[config.mk]
export PLATFORM = sky130hd
export DESIGN_NAME = gamepad_reader
export DESIGN_NICKNAME = d
export VERILOG_FILES = /design/src/rtl/gamepad_reader_pkg.sv /design/src/rtl/gamepad_reader_sync2.sv /design/src/rtl/gamepad_reader.sv
export SDC_FILE = /design/constraint.sdc
export NUM_CORES = 1
export LEC_CHECK = 0
export BUFFER_PORTS_ARGS = -buffer_cell sky130_fd_sc_hd__buf_4
export CORE_MARGIN = 8
export CORE_UTILIZATION = 40
export DETAILED_ROUTE_END_ITERATION = 10
export PLACE_DENSITY = 0.53
export SLEW_MARGIN = 40
export SYNTH_ARGS = -nofsm -noshare
export SYNTH_HDL_FRONTEND = slang
export SYNTH_SLANG_ARGS = --single-unit
[constraint.sdc]
create_clock -name clk -period 3.4 [get_ports clk]
set_input_delay 0.68 -clock clk [delete_from_list [all_inputs] [get_ports clk]]
set_output_delay 0.68 -clock clk [all_outputs]
set_load 0.05 [all_outputs]
[src/rtl/gamepad_reader_pkg.sv]
// ============================================================================
// gamepad_reader_pkg : shared states, SNES bit map and button decode  (rev 1.0)
// ============================================================================
`default_nettype none
`timescale 1ns/1ps

package gamepad_reader_pkg;

   typedef enum logic [2:0] {
      ST_IDLE  = 3'd0,
      ST_LATCH = 3'd1,
      ST_LOW   = 3'd2,
      ST_HIGH  = 3'd3,
      ST_DONE  = 3'd4
   } state_e;

   localparam int BIT_B      = 0;
   localparam int BIT_Y      = 1;
   localparam int BIT_SELECT = 2;
   localparam int BIT_START  = 3;
   localparam int BIT_UP     = 4;
   localparam int BIT_DOWN   = 5;
   localparam int BIT_LEFT   = 6;
   localparam int BIT_RIGHT  = 7;
   localparam int BIT_A      = 8;
   localparam int BIT_X      = 9;
   localparam int BIT_L      = 10;
   localparam int BIT_R      = 11;
   localparam int BIT_ID0    = 12;

   typedef struct packed {
      logic present;
      logic up;
      logic down;
      logic left;
      logic right;
      logic start;
   } pad_btn_t;

   // Raw bits are active-low; an all-zero frame means the line is pulled low (no pad).
   // Opposing directions pressed together cancel each other out.
   function automatic pad_btn_t decode_pad(input logic [15:0] raw);
      pad_btn_t b;
      b.present = |raw;
      b.up      = b.present & ~raw[BIT_UP]    &  raw[BIT_DOWN];
      b.down    = b.present & ~raw[BIT_DOWN]  &  raw[BIT_UP];
      b.left    = b.present & ~raw[BIT_LEFT]  &  raw[BIT_RIGHT];
      b.right   = b.present & ~raw[BIT_RIGHT] &  raw[BIT_LEFT];
      b.start   = b.present & ~raw[BIT_START];
      return b;
   endfunction

endpackage

`default_nettype wire

[src/rtl/gamepad_reader_sync2.sv]
// ============================================================================
// gamepad_reader_sync2 : two-flop synchroniser with settable reset level  (rev 1.0)
// ============================================================================
`default_nettype none
`timescale 1ns/1ps

module gamepad_reader_sync2 #(
   parameter logic RESET_VAL = 1'b1
) (
   input  logic clk,
   input  logic rst_n,
   input  logic d_i,
   output logic q_o
);

   logic meta_q;
   logic sync_q;

   always_ff @(posedge clk) begin
      if (!rst_n) begin
         meta_q <= RESET_VAL;
         sync_q <= RESET_VAL;
      end else begin
         meta_q <= d_i;
         sync_q <= meta_q;
      end
   end

   assign q_o = sync_q;

endmodule

`default_nettype wire

[src/rtl/gamepad_reader.sv]
// ============================================================================
// gamepad_reader : polls an SNES-style pad (latch + 16 clocked bits)  (rev 1.0)
// ============================================================================
`default_nettype none
`timescale 1ns/1ps

module gamepad_reader
   import gamepad_reader_pkg::*;
#(
   parameter int DIV = 4
) (
   input  logic clk,
   input  logic rst_n,
   input  logic i_poll,
   input  logic i_data,
   output logic o_latch,
   output logic o_pclk,
   output logic o_up,
   output logic o_down,
   output logic o_left,
   output logic o_right,
   output logic o_start,
   output logic o_valid,
   output logic o_busy,
   output logic o_present
);

   localparam logic [8:0] PHASE_LAST = 9'(DIV - 1);
   localparam logic [8:0] LATCH_LAST = 9'(2 * DIV - 1);

   state_e      state_q;
   logic [8:0]  cnt_q;
   logic [3:0]  slot_q;
   logic [15:0] shift_q;
   logic        latch_q, pclk_q, valid_q, busy_q;
   pad_btn_t    btn_q;
   pad_btn_t    pad_d;
   logic        data_s;

   gamepad_reader_sync2 #(.RESET_VAL(1'b1)) u_sync2 (
      .clk   (clk),
      .rst_n (rst_n),
      .d_i   (i_data),
      .q_o   (data_s)
   );

   always_comb begin
      pad_d = decode_pad(shift_q);
   end

   always_ff @(posedge clk) begin
      if (!rst_n) begin
         state_q <= ST_IDLE;
         cnt_q   <= 9'd0;
         slot_q  <= 4'd0;
         shift_q <= 16'd0;
         latch_q <= 1'b0;
         pclk_q  <= 1'b1;
         valid_q <= 1'b0;
         busy_q  <= 1'b0;
         btn_q   <= '0;
      end else begin
         valid_q <= 1'b0;
         case (state_q)
            ST_IDLE: begin
               if (i_poll) begin
                  state_q <= ST_LATCH;
                  latch_q <= 1'b1;
                  busy_q  <= 1'b1;
                  cnt_q   <= 9'd0;
                  slot_q  <= 4'd0;
               end
            end
            ST_LATCH: begin
               if (cnt_q == LATCH_LAST) begin
                  cnt_q   <= 9'd0;
                  latch_q <= 1'b0;
                  pclk_q  <= 1'b0;
                  state_q <= ST_LOW;
               end else begin
                  cnt_q <= cnt_q + 9'd1;
               end
            end
            ST_LOW: begin
               // The pad has had a full HIGH+LOW to settle, so sample at the very end.
               if (cnt_q == PHASE_LAST) begin
                  shift_q[slot_q] <= data_s;
                  cnt_q   <= 9'd0;
                  pclk_q  <= 1'b1;
                  state_q <= ST_HIGH;
               end else begin
                  cnt_q <= cnt_q + 9'd1;
               end
            end
            ST_HIGH: begin
               if (cnt_q == PHASE_LAST) begin
                  cnt_q <= 9'd0;
                  if (slot_q == 4'd15) begin
                     btn_q   <= pad_d;
                     valid_q <= 1'b1;
                     state_q <= ST_DONE;
                  end else begin
                     slot_q  <= slot_q + 4'd1;
                     pclk_q  <= 1'b0;
                     state_q <= ST_LOW;
                  end
               end else begin
                  cnt_q <= cnt_q + 9'd1;
               end
            end
            ST_DONE: begin
               slot_q  <= 4'd0;
               busy_q  <= 1'b0;
               state_q <= ST_IDLE;
            end
            default: begin
               state_q <= ST_IDLE;
               latch_q <= 1'b0;
               pclk_q  <= 1'b1;
               busy_q  <= 1'b0;
               cnt_q   <= 9'd0;
               slot_q  <= 4'd0;
            end
         endcase
      end
   end

   assign o_latch   = latch_q;
   assign o_pclk    = pclk_q;
   assign o_valid   = valid_q;
   assign o_busy    = busy_q;
   assign o_present = btn_q.present;
   assign o_up      = btn_q.up;
   assign o_down    = btn_q.down;
   assign o_left    = btn_q.left;
   assign o_right   = btn_q.right;
   assign o_start   = btn_q.start;

endmodule

`default_nettype wire

== Yosys cells after proc, flatten, opt, wreduce, memory -nomap -nowiden ==
Cells that the tools add are included.

* Word-level logic and storage cells: 94
* Output and inout bits: 10
* Register bits: 44
* Bits of input ports: 4

* Mux-type cells: 26
* Equal/unequal tests: 12
* Reductions and logical operators: 17
* Magnitude comparators: 2
* Bitwise gates (word level): 19
* Add/sub/neg operators: 2

{| class="wikitable"
|+ Operators with widths
! cell !! number
|-
| $pmux W9 S4 || 1
|-
| $mux W9 || 3
|-
| $bwmux W16 || 1
|-
| $reduce_or A16 Y1 || 1
|-
| $mux W3 || 5
|-
| $mux W4 || 3
|-
| $pmux W3 S4 || 1
|-
| $pmux W4 S3 || 1
|-
| $ne A2 B2 Y1 const B || 5
|-
| $not A1 Y1 || 10
|-
| $add A9 B1 Y9 const B || 1
|-
| $and A1 B1 Y1 || 9
|-
| $eq A9 B2 Y1 const B || 1
|-
| $eq A9 B3 Y1 const B || 1
|-
| $reduce_and A3 Y1 || 3
|-
| $reduce_and A4 Y1 || 2
|-
| $mux W1 || 7
|-
| $eq A3 B2 Y1 const B || 2
|-
| $reduce_and A2 Y1 || 3
|-
| $reduce_or A2 Y1 || 3
|-
| $reduce_or A3 Y1 || 2
|-
| $lt A4 B5 Y1 const B || 1
|-
| $reduce_and A5 Y1 || 1
|-
| $add A4 B1 Y4 const B || 1
|-
| other kinds (10) || 10
|}

== Depth between registers and ports, before layout ==
* Word-level depth: 5
* Gate-level depth with buffers: 8
* Depth with buffers taken out: 6

== Modules after synthesis ==
A second synthesis with hierarchy kept.

* Cell total of the unflattened synthesis: 255
* Area, all modules: 2193.4 um^2

{| class="wikitable"
|+ Modules (own cells, without submodules)
! module !! area each (um^2) !! instances !! sequential area each (um^2) !! cells an instance
|-
| gamepad_reader || 2140.8 || 1 || 840.8 || 251
|-
| gamepad_reader_sync2 || 52.6 || 1 || 40.0 || 4
|}

== Worst setup path after synthesis ==
No wires, ideal clock.

* Kind: reg-to-reg
* Start point: register cnt_q[0]
* End point: register shift_q[8]
* Required time: 3271 ps
* Setup time: 129 ps
* Slack: 1412 ps
* Arrival time: 1859 ps
* Period minus slack after synthesis: 1988 ps
* Buffers on the path: 1
* Cell stages (with the launch flop): 8
* Cells stage by stage: dfxtp_1 -> ha_1 -> or4b_1 -> buf_6 -> nor4_4 -> nand2_1 -> o211ai_1 -> o31ai_1

* Cells in the longest elaborated chain, start to end: 2

{| class="wikitable"
|+ Ends and longest elaborated chain
! what !! line !! source
|-
| start: declaration || gamepad_reader.sv:32 || <nowiki>logic [8:0] cnt_q;</nowiki>
|-
| start signal: assignment || gamepad_reader.sv:81 || <nowiki>cnt_q <= cnt_q + 9'd1;</nowiki>
|-
| start signal: assignment || gamepad_reader.sv:92 || <nowiki>cnt_q <= cnt_q + 9'd1;</nowiki>
|-
| start signal: assignment || gamepad_reader.sv:108 || <nowiki>cnt_q <= cnt_q + 9'd1;</nowiki>
|-
| $eq A9 B2 Y1 || gamepad_reader.sv:86 || <nowiki>if (cnt_q == PHASE_LAST) begin</nowiki>
|-
| $reduce_and A2 Y1 (no source line) || -- ||
|-
| end signal: indexed assignment || gamepad_reader.sv:87 || <nowiki>shift_q[slot_q] <= data_s;</nowiki>
|-
| end: declaration || gamepad_reader.sv:34 || <nowiki>logic [15:0] shift_q;</nowiki>
|}

No other way between the ends.
A chain may end at the register's enable or synchronous reset.

== Final worst setup path ==
* Start point: register cnt_q[0]
* End point: register btn_q (netlist bit o_right)

* Cells in the longest elaborated chain, start to end: 2

{| class="wikitable"
|+ Ends and longest elaborated chain
! what !! line !! source
|-
| $eq A9 B2 Y1 || gamepad_reader.sv:96 || <nowiki>if (cnt_q == PHASE_LAST) begin</nowiki>
|-
| $reduce_and A3 Y1 (no source line) || -- ||
|-
| end signal: assignment || gamepad_reader.sv:99 || <nowiki>btn_q <= pad_d;</nowiki>
|-
| end: declaration || gamepad_reader.sv:36 || <nowiki>pad_btn_t btn_q;</nowiki>
|}

No other way between the ends.

==> metrics.txt <==
R2R cell count 6; EDFF count, synth 0; largest net degree at the start of global routing 27; worst min path class flip-flop to flip-flop; synthesized area per cell 9.16 sq um; Initial Util 0.413; post-route ant nets 0; DRT iter0 DRCs 64; initial antenna violation count 0; Sink Count 44; Final Hold Viols 0; FMAX 405 MHz; clock skew 0.00565 ns; DR vias 1697; area delta synth->final 9.84%; FF-to-FF End o_right; r2r setup slk 0.93 ns; power density over the cells about 400 mW/mm^2; DRC violations left 0; worst reg2reg startpoint cnt_q[0]; IO Count 14; WL final 4550 um; setup ws final 0.933 ns; Worst-path clk slew approximately 0.08 ns; sw frac 0.234; Fill cells 536; GPL Wtd Cong 0.810; relative slew slack 0.527; peak supply drop 0.000148 V; register area share after synthesis 0.420; Worst Hold Launch u_sync2.meta_q; CTS tree yes; port bufs 13; number of detailed-route iterations in the first pass 5; DP Worst Slack 0.967 ns; critical path class flip-flop to flip-flop; CP startpoint kind flip-flop; Core Footprint 0.00507 sq mm; internal power 0.704 mW; Total Routing Usage GR 0.123; Synth cell types 50; Die X 88.4 um; worst slew pin tran 0.704 ns; top-area cell type share of the netlist area 0.420; clock share of power 0.366; ANT cells 0; Detailed Place HPWL 3270 um; CTS root buf clkbuf_8; htree depth 2; hold path cells 1; # setup viols final 0; postcts setup bufs 0; post-CTS resize count 0; clock buffer depth 2; Setup TNS 0 ns; Synth Net Count 239; CTS Hold Bufs 0; DIE HEIGHT between 80 and 90 um; Mapped Cells 229; Synth top cells by count dfxtp_1, nor2_1, o211ai_1, o31ai_1, nand2_1; Hold EP u_sync2.q_o; Clock Latency Late Sink ~0.29 ns; switching power total 0.215 mW; run status completed; Async SR Flop Fraction 0; Yosys reg bits 44; Critical Path AT 2.69 ns; Combinational Power Share 0.062; Syn. warnings 0; Post-Syn Area 0.00210 sq mm; TritonCTS Buffers 5; layout cells sized above 1 0.128; num rows 26; first-pass GRT wire length 7470 um; Synth area leaders dfxtp_1, o211ai_1, o31ai_1; Final Slew Violations 0; Setup crit end kind flip-flop; leak pwr 0.847 nW; CP required 3.63 ns; die area 0.00782 sq mm; global route overflow 0; max_cap viols 0; top_reg_cell synth dfxtp_1; Synth area leader dfxtp_1; vias in the first global route 1534; RSZ-0062 raised after global routing false; CP Max Fanout 14; top-count cell post-synth dfxtp_1; DR WL/cell 14.9 um; Vias/cell 5.56; Seq pwr share 0.572; nets 244; clock period minus worst slack 2.47 ns; fin crit share 0.726
[worst max-delay path by stage]
stage                         from    endpoint  slack, ns  cells after the start
after floorplan           cnt_q[0]  shift_q[8]       1.41                      7
after global placement    cnt_q[0]      o_left       1.07                      6
after detailed placement  cnt_q[0]      o_down       0.97                      6
after CTS                 cnt_q[0]     o_right       0.94                      6
after global routing      cnt_q[0]     o_right       0.64                      6
final                     cnt_q[0]     o_right       0.93                      6
[power by group through the flow]
stage | Combinational, mW | Sequential [mW] | Clock [mW]
2_1_floorplan | 0.0367 | 0.543 | 0
3_3_place_gp | 0.0556 | 0.538 | 0
3_5_place_dp | 0.0568 | 0.538 | 0
4_1_cts | 0.0569 | 0.526 | 0.349
5_1_grt | 0.0624 | 0.527 | 0.378
6_report | 0.0566 | 0.526 | 0.337
[final cells by class]
cell class / instances / area [sq um] / share of cell area
clock inverter: 1 / 7.51 / 0.00326
clock buffer: 7 / 86.3 / 0.0375
sequential: 44 / 881 / 0.382
tap: 70 / 87.6 / 0.0380
timing repair buffer: 13 / 97.6 / 0.0424
inverter: 7 / 26.3 / 0.0114
multi-input combinational: 163 / 1120 / 0.485
[registers in the layout, indices dropped and copies added, names as in the netlist, 3 cells and up]
signal,flops
shift_q,16
state_q,3
slot_q,4
cnt_q,9
[placed cells by master (no fill, tap or decap), types with 2 or more instances in the layout]
master and n:
xor2_1 2, nand2b_1 3, or4b_1 2, o21ai_0 7
or3_1 3, o211ai_1 17, dfxtp_1 44, a21oi_1 9
nor3_1 2, or3b_2 2, o31ai_1 17, clkbuf_8 6
a21o_1 6, nand4_1 3, nand3_1 4, buf_4 13
nor2b_1 2, o21ai_2 2, ha_1 6, nor2_1 18
and3_1 5, nor3b_1 11, inv_1 7, nand2_1 14
nor4_1 6
[worst max-delay path, stage by stage, from the launching register on]
cell and delay, ns:
dfxtp_1 0.40, ha_1 0.23, or4b_1 0.66, nand4bb_1 0.60, nor3b_1 0.33, a21oi_1 0.06, nor2_1 0.11
[kinds of logic after synthesis]
| family | share of synthesized area |
|---|---|
| adders and majority gates | 0.0358 |
| and+or+nand+nor | 0.244 |
| DFF | 0.420 |
| AOI/OAI and AO/OA | 0.240 |
| xor gates and xnor gates | 0.00835 |
| muxes | 0.00477 |
| buffers and inverters | 0.0471 |
[metal layers]
metal,GRT usage,wire length (um)
met1,0.157,2160
met2,0.186,2120
met3,0.0353,197
met4,0.0553,65
met5,0,0
[per-stage QoR]
| step | power (mW) | utilization | instance area, sq um | hold slack (ns) | std cells |
|---|---|---|---|---|---|
| after floorplan | 0.580 | - | 2100 | 0.386 | 229 |
| after global placement | 0.593 | 0.435 | 2210 | 0.389 | 297 |
| after detailed placement | 0.595 | 0.435 | 2210 | 0.403 | 297 |
| after CTS | 0.931 | 0.454 | 2300 | 0.423 | 305 |
| after global routing | 0.967 | 0.454 | 2300 | 0.453 | 305 |
| final | 0.919 | 0.454 | 2300 | 0.415 | 305 |
Power figures use the tool's default switching activity.
